[config.mk]
export PLATFORM = sky130hd
export DESIGN_NAME = qcw_burst_sequencer_flat
export DESIGN_NICKNAME = d
export VERILOG_FILES = /design/src/rtl/qcw_burst_sequencer_if.sv /design/src/rtl/qcw_burst_sequencer.sv /design/src/flat_wrapper.sv
export SDC_FILE = /design/constraint.sdc
export NUM_CORES = 1
export LEC_CHECK = 0
export CORE_MARGIN = 5
export CORE_UTILIZATION = 55
export DETAILED_ROUTE_END_ITERATION = 8
export PLACE_DENSITY = 0.76
export SKIP_CTS_REPAIR_TIMING = 1
export SYNTH_ARGS = -nofsm -noshare
export SYNTH_HDL_FRONTEND = slang
export SYNTH_SLANG_ARGS = --single-unit
[constraint.sdc]
create_clock -name clk -period 4.9 [get_ports clk]
set_input_delay 1.225 -clock clk [delete_from_list [all_inputs] [get_ports clk]]
set_output_delay 1.225 -clock clk [all_outputs]
set_load 0.05 [all_outputs]
[src/rtl/qcw_burst_sequencer_if.sv]
// Sequencer <-> QCW PLL/oscillator control bundle.
// master: sequencer side, slave: PLL side.
interface qcw_burst_sequencer_if;
    logic        start;
    logic        halt;
    logic [7:0]  phase_shift;
    logic [15:0] cycle_limit;
    logic        cycle_finished;
    logic        done;
    logic        fault;

    modport master (
        output start,
        output halt,
        output phase_shift,
        output cycle_limit,
        input  cycle_finished,
        input  done,
        input  fault
    );

    modport slave (
        input  start,
        input  halt,
        input  phase_shift,
        input  cycle_limit,
        output cycle_finished,
        output done,
        output fault
    );
endinterface

[src/rtl/qcw_burst_sequencer.sv]
// QCW burst sequencer: fire -> ramped burst, cooldown, fault retry/lockout.
// Optional QCW_SEQ_BURST_CNT_EN adds burst_cnt and peak_phase outputs.
module qcw_burst_sequencer #(
    parameter int unsigned RAMP_START       = 16,
    parameter int unsigned RAMP_END         = 200,
    parameter int unsigned RAMP_STEP_CYCLES = 4,
    parameter int unsigned CYCLE_LIMIT      = 2000,
    parameter int unsigned COOLDOWN_CLKS    = 1000000,
    parameter int unsigned WDOG_CLKS        = 4096,
    parameter int unsigned RETRY_LIMIT      = 3
) (
    input  logic                  clk,
    input  logic                  rst,
    input  logic                  enable,
    input  logic                  fire,
    qcw_burst_sequencer_if.master pll,
    output logic                  busy,
    output logic                  fault_latched,
    output logic                  lockout
`ifdef QCW_SEQ_BURST_CNT_EN
    ,
    output logic [15:0]           burst_cnt,
    output logic [7:0]            peak_phase
`endif
);

    localparam logic [7:0]  PH_START  = 8'(RAMP_START);
    localparam logic [7:0]  PH_END    = 8'(RAMP_END);
    localparam logic [15:0] STEP_LAST = 16'(RAMP_STEP_CYCLES - 1);
    localparam logic [23:0] COOL_LAST = 24'(COOLDOWN_CLKS - 1);
    localparam logic [15:0] WDOG_MAX  = 16'(WDOG_CLKS);
    localparam logic [3:0]  RETRY_MAX = 4'(RETRY_LIMIT);

    typedef enum logic [2:0] {
        S_IDLE,
        S_START,
        S_RAMP,
        S_COOL,
        S_FAULT,
        S_LOCK
    } state_t;

    state_t      state_q, state_d;
    logic        fire_q, cf_q;
    logic        start_q, start_d;
    logic        halt_q, halt_d;
    logic [7:0]  phase_q, phase_d;
    logic        busy_q, busy_d;
    logic        flt_q, flt_d;
    logic        lock_q, lock_d;
    logic [3:0]  retry_q, retry_d;
    logic [15:0] step_q, step_d;
    logic [15:0] wdog_q, wdog_d;
    logic        hold_q, hold_d;
    logic [23:0] cool_q, cool_d;

    logic        fire_rise;
    logic        cf_rise;
    logic [3:0]  retry_inc;
    logic [7:0]  phase_inc;
    logic [15:0] wdog_inc;

`ifdef QCW_SEQ_BURST_CNT_EN
    logic [15:0] bcnt_q, bcnt_d;
    logic [7:0]  peak_q, peak_d;
`endif

    assign fire_rise = fire & ~fire_q;
    assign cf_rise   = pll.cycle_finished & ~cf_q;
    assign retry_inc = (retry_q == 4'hF) ? retry_q : retry_q + 4'd1;
    assign phase_inc = (phase_q >= PH_END) ? PH_END : phase_q + 8'd1;
    assign wdog_inc  = (wdog_q == 16'hFFFF) ? wdog_q : wdog_q + 16'd1;

    always_comb begin
        state_d = state_q;
        start_d = 1'b0;
        halt_d  = halt_q;
        phase_d = PH_START;
        flt_d   = flt_q;
        retry_d = retry_q;
        step_d  = step_q;
        wdog_d  = wdog_q;
        hold_d  = hold_q;
        cool_d  = cool_q;
`ifdef QCW_SEQ_BURST_CNT_EN
        bcnt_d  = bcnt_q;
        peak_d  = peak_q;
`endif
        unique case (state_q)
            S_IDLE: begin
                halt_d = 1'b0;
                if (enable && fire_rise) begin
                    state_d = S_START;
                    start_d = 1'b1;
                    hold_d  = 1'b0;
                end
            end
            // Stale done/fault from the previous burst is ignored here.
            S_START: begin
                hold_d = 1'b1;
                if (hold_q) begin
                    state_d = S_RAMP;
                    step_d  = 16'd0;
                    wdog_d  = 16'd0;
                end
            end
            S_RAMP: begin
                phase_d = phase_q;
                if (!enable) begin
                    halt_d = 1'b1;
                end
                wdog_d = cf_rise ? 16'd0 : wdog_inc;
                if (cf_rise) begin
                    if (step_q >= STEP_LAST) begin
                        step_d  = 16'd0;
                        phase_d = phase_inc;
                    end else begin
                        step_d = step_q + 16'd1;
                    end
                end
                if (pll.fault || (wdog_q >= WDOG_MAX)) begin
                    // An operator abort ends quietly, not as a fault.
                    halt_d  = 1'b0;
                    phase_d = PH_START;
                    cool_d  = 24'd0;
                    if (halt_q) begin
                        state_d = S_COOL;
                    end else begin
                        state_d = S_FAULT;
                        flt_d   = 1'b1;
                    end
                end else if (pll.done) begin
                    state_d = S_COOL;
                    halt_d  = 1'b0;
                    phase_d = PH_START;
                    cool_d  = 24'd0;
                    flt_d   = 1'b0;
`ifdef QCW_SEQ_BURST_CNT_EN
                    bcnt_d  = (bcnt_q == 16'hFFFF) ? bcnt_q : bcnt_q + 16'd1;
                    peak_d  = phase_q;
`endif
                end
            end
            S_COOL: begin
                halt_d = 1'b0;
                cool_d = cool_q + 24'd1;
                if (cool_q >= COOL_LAST) begin
                    state_d = S_IDLE;
                    cool_d  = 24'd0;
                end
            end
            S_FAULT: begin
                flt_d   = 1'b1;
                retry_d = retry_inc;
                if (retry_inc >= RETRY_MAX) begin
                    state_d = S_LOCK;
                end else begin
                    state_d = S_COOL;
                    cool_d  = 24'd0;
                end
            end
            S_LOCK: begin
                if (!enable) begin
                    state_d = S_IDLE;
                    retry_d = 4'd0;
                end
            end
            default: begin
                state_d = S_IDLE;
            end
        endcase
        busy_d = (state_d != S_IDLE);
        lock_d = (state_d == S_LOCK);
    end

    always_ff @(posedge clk) begin
        if (rst) begin
            state_q <= S_IDLE;
            fire_q  <= 1'b0;
            cf_q    <= 1'b0;
            start_q <= 1'b0;
            halt_q  <= 1'b0;
            phase_q <= PH_START;
            busy_q  <= 1'b0;
            flt_q   <= 1'b0;
            lock_q  <= 1'b0;
            retry_q <= 4'd0;
            step_q  <= 16'd0;
            wdog_q  <= 16'd0;
            hold_q  <= 1'b0;
            cool_q  <= 24'd0;
        end else begin
            state_q <= state_d;
            fire_q  <= fire;
            cf_q    <= pll.cycle_finished;
            start_q <= start_d;
            halt_q  <= halt_d;
            phase_q <= phase_d;
            busy_q  <= busy_d;
            flt_q   <= flt_d;
            lock_q  <= lock_d;
            retry_q <= retry_d;
            step_q  <= step_d;
            wdog_q  <= wdog_d;
            hold_q  <= hold_d;
            cool_q  <= cool_d;
        end
    end

`ifdef QCW_SEQ_BURST_CNT_EN
    always_ff @(posedge clk) begin
        if (rst) begin
            bcnt_q <= 16'd0;
            peak_q <= 8'd0;
        end else begin
            bcnt_q <= bcnt_d;
            peak_q <= peak_d;
        end
    end

    assign burst_cnt  = bcnt_q;
    assign peak_phase = peak_q;
`endif

    assign pll.start       = start_q;
    assign pll.halt        = halt_q;
    assign pll.phase_shift = phase_q;
    assign pll.cycle_limit = 16'(CYCLE_LIMIT);
    assign busy            = busy_q;
    assign fault_latched   = flt_q;
    assign lockout         = lock_q;

endmodule

[src/flat_wrapper.sv]
// flat-port wrapper written by rule: the top's interface ports become plain ports
module qcw_burst_sequencer_flat 
#(
    parameter int unsigned RAMP_START       = 16,
    parameter int unsigned RAMP_END         = 200,
    parameter int unsigned RAMP_STEP_CYCLES = 4,
    parameter int unsigned CYCLE_LIMIT      = 2000,
    parameter int unsigned COOLDOWN_CLKS    = 1000000,
    parameter int unsigned WDOG_CLKS        = 4096,
    parameter int unsigned RETRY_LIMIT      = 3
)
  (clk, rst, enable, fire, busy, fault_latched, lockout, pll_start, pll_halt, pll_phase_shift, pll_cycle_limit, pll_cycle_finished, pll_done, pll_fault);
  qcw_burst_sequencer_if pll_i ();
  input  logic clk;
  input  logic rst;
  input  logic enable;
  input  logic fire;
  output logic busy;
  output logic fault_latched;
  output logic lockout;
  output wire logic [$bits(pll_i.start)-1:0] pll_start;
  output wire logic [$bits(pll_i.halt)-1:0] pll_halt;
  output wire logic [$bits(pll_i.phase_shift)-1:0] pll_phase_shift;
  output wire logic [$bits(pll_i.cycle_limit)-1:0] pll_cycle_limit;
  input wire logic [$bits(pll_i.cycle_finished)-1:0] pll_cycle_finished;
  input wire logic [$bits(pll_i.done)-1:0] pll_done;
  input wire logic [$bits(pll_i.fault)-1:0] pll_fault;
  assign pll_start = pll_i.start;
  assign pll_halt = pll_i.halt;
  assign pll_phase_shift = pll_i.phase_shift;
  assign pll_cycle_limit = pll_i.cycle_limit;
  assign pll_i.cycle_finished = pll_cycle_finished;
  assign pll_i.done = pll_done;
  assign pll_i.fault = pll_fault;
  qcw_burst_sequencer #(.RAMP_START(RAMP_START), .RAMP_END(RAMP_END), .RAMP_STEP_CYCLES(RAMP_STEP_CYCLES), .CYCLE_LIMIT(CYCLE_LIMIT), .COOLDOWN_CLKS(COOLDOWN_CLKS), .WDOG_CLKS(WDOG_CLKS), .RETRY_LIMIT(RETRY_LIMIT)) u_core (.clk(clk), .rst(rst), .enable(enable), .fire(fire), .pll(pll_i), .busy(busy), .fault_latched(fault_latched), .lockout(lockout));
endmodule
==> impl_metrics.env <==
export IMPL_endpoint_kind="flip-flop"
export IMPL_r2r_cells=6
export IMPL_yosys_most_used_dff="dfxtp_1"
export IMPL_yosysTopAreaCell="dfxtp_1"
export IMPL_drive_gt1_share_pct=7.56
export IMPL_io_pins=36
export IMPL_diodes=0
export IMPL_period_share_pct=65.1
export IMPL_synth_edf_count=0
export IMPL_ant_nets=0
export IMPL_die_height_um=97.0
export IMPL_ir_worst_vdd_uv=223
export IMPL_grt_pass1_wl_um=15800
export IMPL_clk_latency_ps=350
export IMPL_place_inst=599
export IMPL_cap_violations=0
export IMPL_gr_usage_met2_pct=31.5
export IMPL_regArea_um2=1580
export IMPL_r2r_end="u_core.cool_q[0]"
export IMPL_setup_tns_final_ps=0
export IMPL_grt_total_usage_pct=19.5
export IMPL_synth_commonest_cells="79 x dfxtp_1, 51 x nor2_1, 32 x nand2_1, 30 x a21oi_1, 23 x nand3_1"
export IMPL_start_kind="input pin"
export IMPL_synth_most_common_cell="dfxtp_1"
export IMPL_worstSetupEndpoint="u_core.cool_q[0]"
export IMPL_fmax_mhz=313
export IMPL_power_density_nw_per_um2=257
export IMPL_synth_seq_cells=79
export IMPL_rsz0062_at_grt="no"
export IMPL_cts_tree="built"
export IMPL_fillers=640
export IMPL_grtUsageMet3_pct=4.46
export IMPL_clk_pin_slew_ps=80
export IMPL_synth_area_um2=4170
export IMPL_synth_area_top_cells="dfxtp_1 38%, nor2_1 4.6%, a21oi_1 3.6%, buf_4 3.2%, nand2_1 2.9%"
export IMPL_slew_headroom_pct=22.6
export IMPL_drt_iter0_markers=220
export IMPL_ff2ff_setup_slack_ps=1980
export IMPL_synth_top_cell_area_share_pct=38.0
export IMPL_criticalPathCategory="in2reg"
export IMPL_status="finished clean"
export IMPL_tightest_slew_ps=1160
export IMPL_grt_pass1_vias=3406
export IMPL_rows=31
export IMPL_synth_area_per_cell_um2=8.38
export IMPL_yosysSeqAreaShare_pct=38.0
export IMPL_cts_max_path_buffers=2
export IMPL_whs_ps=471
export IMPL_cts_max_level=3
export IMPL_antenna_found_initial=0
export IMPL_cp_max_fo=31
export IMPL_maxSlewViolCount=0
export IMPL_cp_arrival_ps=3380
export IMPL_finClkSkew_ps=9.42
export IMPL_root_buffer="clkbuf_8"
export IMPL_hold_viol=0
export IMPL_cts_sinks=79
export IMPL_overflow=0
export IMPL_grt_use_met1_pct=26.3
export IMPL_period_needed_ps=3190
export IMPL_initial_core_util_pct=56.8
export IMPL_top_usage_layer="met2"
export IMPL_fin_cells=615
export IMPL_required_ps=5090
export IMPL_yosysWarnings=0
export IMPL_cts_buffers=9
export IMPL_grt_max_degree=36
export IMPL_synth_distinct_cells=65
export IMPL_multi_input_area_um2=2380
export IMPL_die_area_um2=9420
export IMPL_nets=525
export IMPL_port_buffers=19
export IMPL_r2r_start="u_core.cool_q[0]"
export IMPL_final_cell_area_um2=4520
export IMPL_coreArea_um2=7330
export IMPL_vias=3770
export IMPL_dieWidth_um=97.0
export IMPL_p_leak_uw=0.00148
export IMPL_crit_start="pll_done"
export IMPL_drcViolationCount=0
export IMPL_gp_congestion=0.841
export IMPL_setup_viol=0
export IMPL_placed_area_um2=4350
export IMPL_via_per_inst=6.13
export IMPL_async_flop_share_pct=0
export IMPL_syn_to_final_growth_pct=8.53
export IMPL_wire_per_inst_um=14.9
export IMPL_dpl_hpwl_um=6510
export IMPL_wl_um=9190
export IMPL_syn_inst=497
export IMPL_hold_class="reg2reg"
export IMPL_first_pass_iters=5
==> layer usage <==
layer  vias to the layer above  part of all wire [%]  wire length, um
li1                       1866                     -                -
met1                      1798                    47             4330
met2                        97                    46             4250
met3                         9                   5.7              526
met4                         0                  0.98               90
met5                         -                     0                0
==> where the power goes <==
| part | internal (uW) | switching [uW] |
|---|---|---|
| sequential | 645 | 5.89 |
| clock | 197 | 238 |
| combinational | 16.7 | 61.2 |
| total | 859 | 305 |
==> area by class of cell <==
| type | instances | share of cell area (%) |
|---|---|---|
| clock buffer | 11 | 3.13 |
| clock inverter | 5 | 0.747 |
| inverter | 14 | 1.16 |
| multi-input combinational | 386 | 52.7 |
| sequential | 79 | 35.0 |
| tap | 99 | 2.74 |
| timing repair buffer | 21 | 4.54 |
==> logic make-up (layout without fill, tap and decap cells) <==
family	count (synthesis)	count (layout)	synth area share [%]
xor gates and xnor gates	7	7	1.47
muxes	4	4	0.961
adders and majority gates	7	7	2.10
AOI/OAI and AO/OA	128	128	21.7
DFF	79	79	38.0
other	2	16	0.180
and+or+nand+nor	224	224	29.5
buffers and inverters	46	51	6.10
==> state kept, by name (all words and copies together) (netlist names) <==
signal	flops
u_core.lockout	1
u_core.fire_q	1
u_core.retry_q	4
u_core.pll.start	1
u_core.pll.phase_shift	8
u_core.cf_q	1
u_core.hold_q	1
u_core.state_q	3
u_core.wdog_q	16
u_core.pll.halt	1
u_core.busy	1
u_core.step_q	16
u_core.fault_latched	1
u_core.cool_q	24
==> layout by cell type (no fill, tap or decap), drive strengths merged, types with 5 or more instances in the layout <==
cell,count
a311oi,5
and2,7
a31oi,11
clkdlybuf4s50,19
nand4,12
nor3,15
a211oi,24
o21ai,25
conb,16
nand3b,5
and3,17
dfxtp,79
ha,7
or3,15
nor2,52
o31ai,8
and4,7
inv,14
xnor2,5
nor2b,6
or4,11
nand3,23
nand2b,5
nand2,32
clkbuf,11
a21oi,31
==> stage by stage <==
| stage | worst slack, ps | utilization (%) | total power (uW) |
|---|---|---|---|
| after floorplan | 2350 | - | 736 |
| after global placement | 1390 | 59.3 | 743 |
| after detailed placement | 1350 | 59.3 | 743 |
| after CTS | 1730 | 61.7 | 1170 |
| after global routing | 1410 | 61.7 | 1210 |
| final | 1710 | 61.7 | 1160 |
==> worst min-delay path by stage <==
stage                           start                 to  slack (ps)  cells past startpoint
detailed placement  u_core.cool_q[19]  u_core.cool_q[19]         460                      2
global route        u_core.cool_q[19]  u_core.cool_q[19]         510                      2
finish              u_core.cool_q[19]  u_core.cool_q[19]         470                      2
CTS                 u_core.cool_q[19]  u_core.cool_q[19]         470                      2
global placement    u_core.cool_q[19]  u_core.cool_q[19]         450                      2
floorplan           u_core.cool_q[19]  u_core.cool_q[19]         430                      2
==> worst max-delay path, cell delays in order <==
cell and delay [ps]:
clkdlybuf4s50_1 550, nor2_1 60, a31oi_1 300, a31oi_2 50, buf_4 230, a21oi_2 860, nor3_1 100
Power figures use the tool's default switching activity.
